[src/rtl/inst_aligner.sv]
// Fetch-side parcel aligner: buffers 16-bit parcels from aligned fetch words,
// reassembles straddling 32-bit instructions and expands RV32C to RV32I.
module inst_aligner #(
  parameter int unsigned            ADDR_WIDTH  = 32,
  parameter int unsigned            BUF_PARCELS = 4,
  parameter logic [ADDR_WIDTH-1:0]  RESET_PC    = '0
) (
  input  logic                  clk_in,
  input  logic                  rst_in,
  input  logic                  rdy_in,
  input  logic                  flush_in,
  input  logic [ADDR_WIDTH-1:0] flush_pc,
  input  logic                  fetch_valid,
  output logic                  fetch_ready,
  input  logic [ADDR_WIDTH-1:0] fetch_addr,
  input  logic [31:0]           fetch_data,
  output logic                  inst_valid,
  input  logic                  inst_ready,
  output logic [31:0]           inst_out,
  output logic [ADDR_WIDTH-1:0] inst_pc,
  output logic                  inst_is_c,
  output logic                  inst_illegal
);

  localparam int unsigned CNT_W = $clog2(BUF_PARCELS + 1);
  localparam int unsigned PTR_W = $clog2(BUF_PARCELS);
  localparam int unsigned WRD_W = ADDR_WIDTH - 2;

  logic [15:0]           buf_q [BUF_PARCELS];
  logic [PTR_W-1:0]      rd_ptr, wr_ptr;
  logic [CNT_W-1:0]      count;
  logic [ADDR_WIDTH-1:0] head_pc;
  logic [WRD_W-1:0]      exp_word;
  logic                  drop_lo;

  logic [15:0] p0, p1;
  logic        need2, avail, active;
  logic        push_en;
  logic [1:0]  push_n, pop_n;
  logic [31:0] exp_inst;
  logic        exp_ill;
  logic        unused_ok;

  // Circular increment that also works for non-power-of-two depths.
  function automatic logic [PTR_W-1:0] ptr_add(input logic [PTR_W-1:0] p, input int unsigned n);
    int unsigned s;
    s = 32'(p) + n;
    if (s >= BUF_PARCELS) s = s - BUF_PARCELS;
    return PTR_W'(s);
  endfunction

  assign unused_ok = ^{fetch_addr[1:0], flush_pc[0]};

  assign p0     = buf_q[rd_ptr];
  assign p1     = buf_q[ptr_add(rd_ptr, 1)];
  assign need2  = (p0[1:0] == 2'b11);
  assign avail  = need2 ? (count >= CNT_W'(2)) : (count >= CNT_W'(1));
  assign active = !rst_in && rdy_in && !flush_in;

  assign fetch_ready = active && (count <= CNT_W'(BUF_PARCELS - 2));
  assign inst_valid  = active && avail;
  assign inst_pc     = rst_in ? RESET_PC : head_pc;

  assign push_en = fetch_valid && fetch_ready && (fetch_addr[ADDR_WIDTH-1:2] == exp_word);
  assign push_n  = push_en ? (drop_lo ? 2'd1 : 2'd2) : 2'd0;
  assign pop_n   = (inst_valid && inst_ready) ? (need2 ? 2'd2 : 2'd1) : 2'd0;

  always_comb begin : out_mux
    inst_out     = '0;
    inst_is_c    = 1'b0;
    inst_illegal = 1'b0;
    if (inst_valid) begin
      if (need2) begin
        inst_out = {p1, p0};
      end else begin
        inst_is_c    = 1'b1;
        inst_illegal = exp_ill;
        inst_out     = exp_ill ? 32'd0 : exp_inst;
      end
    end
  end

  // RV32C to RV32I expansion of the head parcel.
  logic [15:0] c;
  logic [4:0]  rd, rs2, rdp, rs1p;
  logic [20:0] jimm;
  logic [12:0] bimm;
  logic [2:0]  alu_f3;

  assign c    = p0;
  assign rd   = c[11:7];
  assign rs2  = c[6:2];
  assign rdp  = {2'b01, c[4:2]};
  assign rs1p = {2'b01, c[9:7]};
  assign jimm = {{10{c[12]}}, c[8], c[10:9], c[6], c[7], c[2], c[11], c[5:3], 1'b0};
  assign bimm = {{5{c[12]}}, c[6:5], c[2], c[11:10], c[4:3], 1'b0};

  always_comb begin : rvc_expand
    exp_inst = '0;
    exp_ill  = 1'b0;
    alu_f3   = 3'b000;
    case ({c[1:0], c[15:13]})
      5'b00_000: begin
        if (c[12:5] == 8'd0) exp_ill = 1'b1;
        else exp_inst = {2'b00, c[10:7], c[12:11], c[5], c[6], 2'b00, 5'd2, 3'b000, rdp, 7'b0010011};
      end
      5'b00_010: exp_inst = {5'b0, c[5], c[12:10], c[6], 2'b00, rs1p, 3'b010, rdp, 7'b0000011};
      5'b00_110: exp_inst = {5'b0, c[5], c[12], rdp, rs1p, 3'b010, c[11:10], c[6], 2'b00, 7'b0100011};
      5'b01_000: exp_inst = {{7{c[12]}}, c[6:2], rd, 3'b000, rd, 7'b0010011};
      5'b01_001: exp_inst = {jimm[20], jimm[10:1], jimm[11], jimm[19:12], 5'd1, 7'b1101111};
      5'b01_010: exp_inst = {{7{c[12]}}, c[6:2], 5'd0, 3'b000, rd, 7'b0010011};
      5'b01_011: begin
        if ({c[12], c[6:2]} == 6'd0) exp_ill = 1'b1;
        else if (rd == 5'd2)
          exp_inst = {{3{c[12]}}, c[4:3], c[5], c[2], c[6], 4'b0000, 5'd2, 3'b000, 5'd2, 7'b0010011};
        else
          exp_inst = {{15{c[12]}}, c[6:2], rd, 7'b0110111};
      end
      5'b01_100: begin
        case (c[11:10])
          2'b00, 2'b01: begin
            if (c[12]) exp_ill = 1'b1;
            else exp_inst = {1'b0, c[10], 5'b0, c[6:2], rs1p, 3'b101, rs1p, 7'b0010011};
          end
          2'b10: exp_inst = {{7{c[12]}}, c[6:2], rs1p, 3'b111, rs1p, 7'b0010011};
          default: begin
            case (c[6:5])
              2'b00:   alu_f3 = 3'b000;
              2'b01:   alu_f3 = 3'b100;
              2'b10:   alu_f3 = 3'b110;
              default: alu_f3 = 3'b111;
            endcase
            if (c[12]) exp_ill = 1'b1;
            else exp_inst = {1'b0, (c[6:5] == 2'b00), 5'b0, rdp, rs1p, alu_f3, rs1p, 7'b0110011};
          end
        endcase
      end
      5'b01_101: exp_inst = {jimm[20], jimm[10:1], jimm[11], jimm[19:12], 5'd0, 7'b1101111};
      5'b01_110, 5'b01_111:
        exp_inst = {bimm[12], bimm[10:5], 5'd0, rs1p, 2'b00, c[13], bimm[4:1], bimm[11], 7'b1100011};
      5'b10_000: begin
        if (c[12]) exp_ill = 1'b1;
        else exp_inst = {7'b0, c[6:2], rd, 3'b001, rd, 7'b0010011};
      end
      5'b10_010: begin
        if (rd == 5'd0) exp_ill = 1'b1;
        else exp_inst = {4'b0, c[3:2], c[12], c[6:4], 2'b00, 5'd2, 3'b010, rd, 7'b0000011};
      end
      5'b10_100: begin
        if (!c[12]) begin
          if (rs2 != 5'd0)     exp_inst = {7'b0, rs2, 5'd0, 3'b000, rd, 7'b0110011};
          else if (rd == 5'd0) exp_ill  = 1'b1;
          else                 exp_inst = {12'b0, rd, 3'b000, 5'd0, 7'b1100111};
        end else begin
          if (rs2 != 5'd0)     exp_inst = {7'b0, rs2, rd, 3'b000, rd, 7'b0110011};
          else if (rd == 5'd0) exp_inst = 32'h0010_0073;
          else                 exp_inst = {12'b0, rd, 3'b000, 5'd1, 7'b1100111};
        end
      end
      5'b10_110: exp_inst = {4'b0, c[8:7], c[12], c[6:2], 5'd2, 3'b010, c[11:9], 2'b00, 7'b0100011};
      default:   exp_ill = 1'b1;
    endcase
  end

  // Parcel storage; fetch_ready already guarantees room for two parcels.
  always_ff @(posedge clk_in) begin
    if (push_en) begin
      if (drop_lo) begin
        buf_q[wr_ptr] <= fetch_data[31:16];
      end else begin
        buf_q[wr_ptr]             <= fetch_data[15:0];
        buf_q[ptr_add(wr_ptr, 1)] <= fetch_data[31:16];
      end
    end
  end

  always_ff @(posedge clk_in) begin
    if (rst_in) begin
      rd_ptr   <= '0;
      wr_ptr   <= '0;
      count    <= '0;
      head_pc  <= RESET_PC;
      exp_word <= RESET_PC[ADDR_WIDTH-1:2];
      drop_lo  <= RESET_PC[1];
    end else if (rdy_in) begin
      if (flush_in) begin
        rd_ptr   <= '0;
        wr_ptr   <= '0;
        count    <= '0;
        head_pc  <= {flush_pc[ADDR_WIDTH-1:1], 1'b0};
        exp_word <= flush_pc[ADDR_WIDTH-1:2];
        drop_lo  <= flush_pc[1];
      end else begin
        rd_ptr  <= ptr_add(rd_ptr, 32'(pop_n));
        wr_ptr  <= ptr_add(wr_ptr, 32'(push_n));
        count   <= count + CNT_W'(push_n) - CNT_W'(pop_n);
        head_pc <= head_pc + ADDR_WIDTH'({pop_n, 1'b0});
        if (push_en) begin
          exp_word <= exp_word + WRD_W'(1);
          drop_lo  <= 1'b0;
        end
      end
    end
  end

endmodule

[config.mk]
export PLATFORM = sky130hd
export DESIGN_NAME = inst_aligner
export DESIGN_NICKNAME = d
export VERILOG_FILES = /design/src/rtl/inst_aligner.sv
export SDC_FILE = /design/constraint.sdc
export NUM_CORES = 1
export LEC_CHECK = 0
export ABC_AREA = 1
export BUFFER_PORTS_ARGS = -buffer_cell sky130_fd_sc_hd__buf_2
export CORE_AREA = 2 2 147 149
export DETAILED_ROUTE_END_ITERATION = 10
export DIE_AREA = 0 0 149 151
export PLACE_DENSITY = 0.79
export SETUP_SLACK_MARGIN = 0.4
export SLEW_MARGIN = 25
export SYNTH_ARGS = -nofsm -noshare
export SYNTH_HDL_FRONTEND = slang
export SYNTH_SLANG_ARGS = --single-unit
export TNS_END_PERCENT = 20
[constraint.sdc]
create_clock -name clk_in -period 4.4 [get_ports clk_in]
set_input_delay 0.22 -clock clk_in [delete_from_list [all_inputs] [get_ports clk_in]]
set_output_delay 0.22 -clock clk_in [all_outputs]
set_load 0.02 [all_outputs]
==> summary.md <==
| Metric | Value |
|---|---|
| Status | completed |
| Max_cap viols | 0 |
| Peak Freq | 272 MHz |
| Core area | 0.0208 mm2 |
| Final hold violations | 0 |
| Post-synth EDFFs | 64 |
| Overall via count from detail_route | 14900 |
| Relative slew margins | 35.1% |
| Gr busiest metal | met2 |
| Clock skew | 0.0130 ns |
| Ys flop type | dfxtp_1 |
| Syn nets | 2144 |
| Ports | 170 |
| Register bit total from synthesis | 135 |
| Worst slew pin tran | 0.969 ns |
| Leakage | 6.45 nW |
| CTS clock-pin slew for the worst setup and hold paths | 0.07 ns |
| Drt initial violations | 1736 |
| CTS tree | yes |
| HPWL Detailed | 33600 um |
| Vias per std cell | 6.12 |
| Met2 Usage GRT | 67.1% |
| Post-cts sizing count | 0 |
| CP Max Fanout | 16 |
| GPL Wtd Cong | 0.981 |
| Met3 GRT Util | 5.21% |
| Critical Path RT | 4.70 ns |
| I/O Buffers | 165 |
| PwrDens | 236 mW/mm2 |
| Setup TNS | 0 ns |
| DR DRC count | 0 |
| GR Overflow Total | 0 |
| Htree depth | 4 |
| Ys Warns | 0 |
| Initial Util | 59.0% |
| Post-Syn Area | 0.0123 mm2 |
| Clock Latency Late Sink | 0.44 ns |
| Grt met1 use | 48.6% |
| Asr flop ratio synth | 0% |
| GRT Total Usage | 39.9% |
| First-pass GRT wire length | 70200 um |
| Clock sinks | 135 |
| ANT nets after route | 0 |
| Final #Nets | 2258 |
| Setup crit end kind | register |
| Area of the die | 0.0225 mm2 |
| Number of setup buffers added after CTS | 0 |
| CP arrival | 3.98 ns |
| Die Y-Extent | 151 um |
| Std cell rows | 53 |
| Drt pass-1 iters | 8 |
| Max clock buf depth | 2 |
| Worst min path class | in -> reg |
| Final setup violation count | 0 |
| CTS Hold Buffers Added | 0 |
| Initial antenna violation count | 4 |
| Critical Path Most Common Cell | nand2_1 |
| Layout cells sized above 1 | 15.3% |
| Register area share after synthesis | 27.2% |
| Layout area overhead | 12.0% |
| Layout Cell Area excl Fill | 0.0138 mm2 |
| Slew Limit Fails | 0 |
| RSZ-0062 raised after global routing | yes |
| CP max-delay cell | dfxtp_1 |
| Drt wl/cell | 18.8 um |
| Post-place instance area | 0.0132 mm2 |
| CP Class | reg -> reg |
| Vias in the first global route | 13600 |
| Max VDD drop | 0.277 mV |
| Min cycle time layout | 3.68 ns |
| Post-Syn Instances | 2032 |
| Pin count of the biggest net entering global routing | 70 |
| WHS | 0.0898 ns |
| Buf/Inv on CP | 5 |
| Mean post-synth cell area | 6.04 um2 |
| CP startpoint kind | register |
| Netlist cell types | 57 |
| Family with the most delay on the worst path | simple AND/OR/NAND/NOR gates |
| CTS buffer count | 17 |
| CP max stage delay | 0.42 ns |
| Total Wirelength | 45900 um |
| Root Driver | clkbuf_16 |
| Die W | 149 um |
| Final period util | 83.6% |
## worst min-delay path, stage by stage
cell and delay [ns]:
buf_2 0.09, nand2_1 0.09, a21oi_1 0.07
## placed cells by master (no fill, tap or decap), types with 21 or more instances in the layout
master / synthesis / routed
o21ai_1: 24 / 24
inv_1: 175 / 175
nand2_1: 585 / 584
buf_4: 13 / 21
a21oi_1: 86 / 86
edfxtp_1: 64 / 64
nand3_1: 249 / 249
nor2_1: 253 / 249
inv_2: 29 / 29
xor2_1: 30 / 30
o21ai_0: 78 / 78
buf_2: 22 / 165
nand4_1: 71 / 71
dfxtp_1: 71 / 71
nor3_1: 46 / 46
## stage by stage
step | cells | setup WS [ns] | power, mW | utilization, %
after floorplan | 2032 | 1.12 | 1.67 | -
after global placement | 2402 | 0.710 | 1.80 | 63.2
after detailed placement | 2402 | 0.591 | 1.81 | 63.2
after CTS | 2434 | 0.570 | 3.22 | 66.0
after global routing | 2435 | 0.377 | 3.33 | 66.1
final | 2436 | 0.720 | 3.24 | 66.1
## kinds of logic (layout without fill, tap and decap cells)
logic type,count (synthesis),in the layout,synth area share (%)
buffers and inverters,302,429,10.2
xor gates and xnor gates,39,39,2.90
AOI/OAI and AO/OA,239,239,10.7
and+or+nand+nor,1304,1304,47.6
DFF,135,135,27.2
adders and majority gates,10,10,1.20
muxes,2,2,0.163
other,1,3,0.0305
## registers in the layout (all words and copies together) (netlist names), named ones only
name      flops
exp_word     30
wr_ptr        2
count         3
head_pc      31
buf_q        64
rd_ptr        2
drop_lo       1
## synth_stat cells (4+ instances only)
master	count	area [um2]
clkinv_1	4	15.0
o22ai_1	9	56.3
nor4_1	7	43.8
xnor2_1	7	61.3
o21ai_1	24	120
o31ai_1	5	37.5
nand2_1	585	2200
buf_1	6	22.5
dfxtp_1	71	1420
nor2_4	9	101
ha_1	7	87.6
a21oi_1	86	430
buf_4	13	97.6
or2_2	9	56.3
o211ai_1	8	60.1
nand4_1	71	444
nor2_2	14	87.6
edfxtp_1	64	1920
buf_2	22	110
nand2_2	19	119
nand2_4	4	45.0
nand4_2	4	50.1
buf_6	5	56.3
nor2_1	253	950
or2_1	17	106
xor2_1	30	263
inv_1	175	657
o21ai_0	78	390
clkbuf_1	45	169
nand3_2	6	60.1
inv_2	29	109
a31oi_1	13	81.3
nand3_1	249	1250
nor3_1	46	230
## power by group
part	internal (mW)	switching [mW]	leakage, nW
Combinational	0.141	0.266	5.01
Clock	0.758	0.680	0.280
Sequential	1.34	0.0503	1.16
Total	2.24	0.997	6.45
## path summary, 6_finish.rpt
check / cells after the start / slack [ns] / startpoint / endpoint
setup / recovery: 25 / 0.72 / register / head_pc[18]$_SDFFE_PP0P_
setup reg to reg: 25 / 0.72 / register / head_pc[18]$_SDFFE_PP0P_
hold / removal: 3 / 0.09 / flush_pc[1] / drop_lo$_SDFFE_PP0P_
hold reg to reg: 2 / 0.53 / exp_word[3]$_SDFFE_PP0P_ / exp_word[3]$_SDFFE_PP0P_
## layer usage
| metal | up-vias | routed length [um] |
|---|---|---|
| met3 | 229 | 4110 |
| met4 | 4 | 2980 |
| met5 | - | 28 |
| met1 | 6716 | 17200 |
| li1 | 6937 | - |
| met2 | 1012 | 21600 |
## cell type report
class | count | area [um2]
clock inverters | 15 | 154
inverters | 211 | 802
multi-input cells | 1595 | 7700
fillers | 1935 | 7070
repair buffers | 186 | 983
clock buffers | 17 | 425
well taps | 275 | 344
flip-flops and latches | 135 | 3340
diodes | 2 | 5.00
Note: power is estimated with default switching activity, not from simulation.
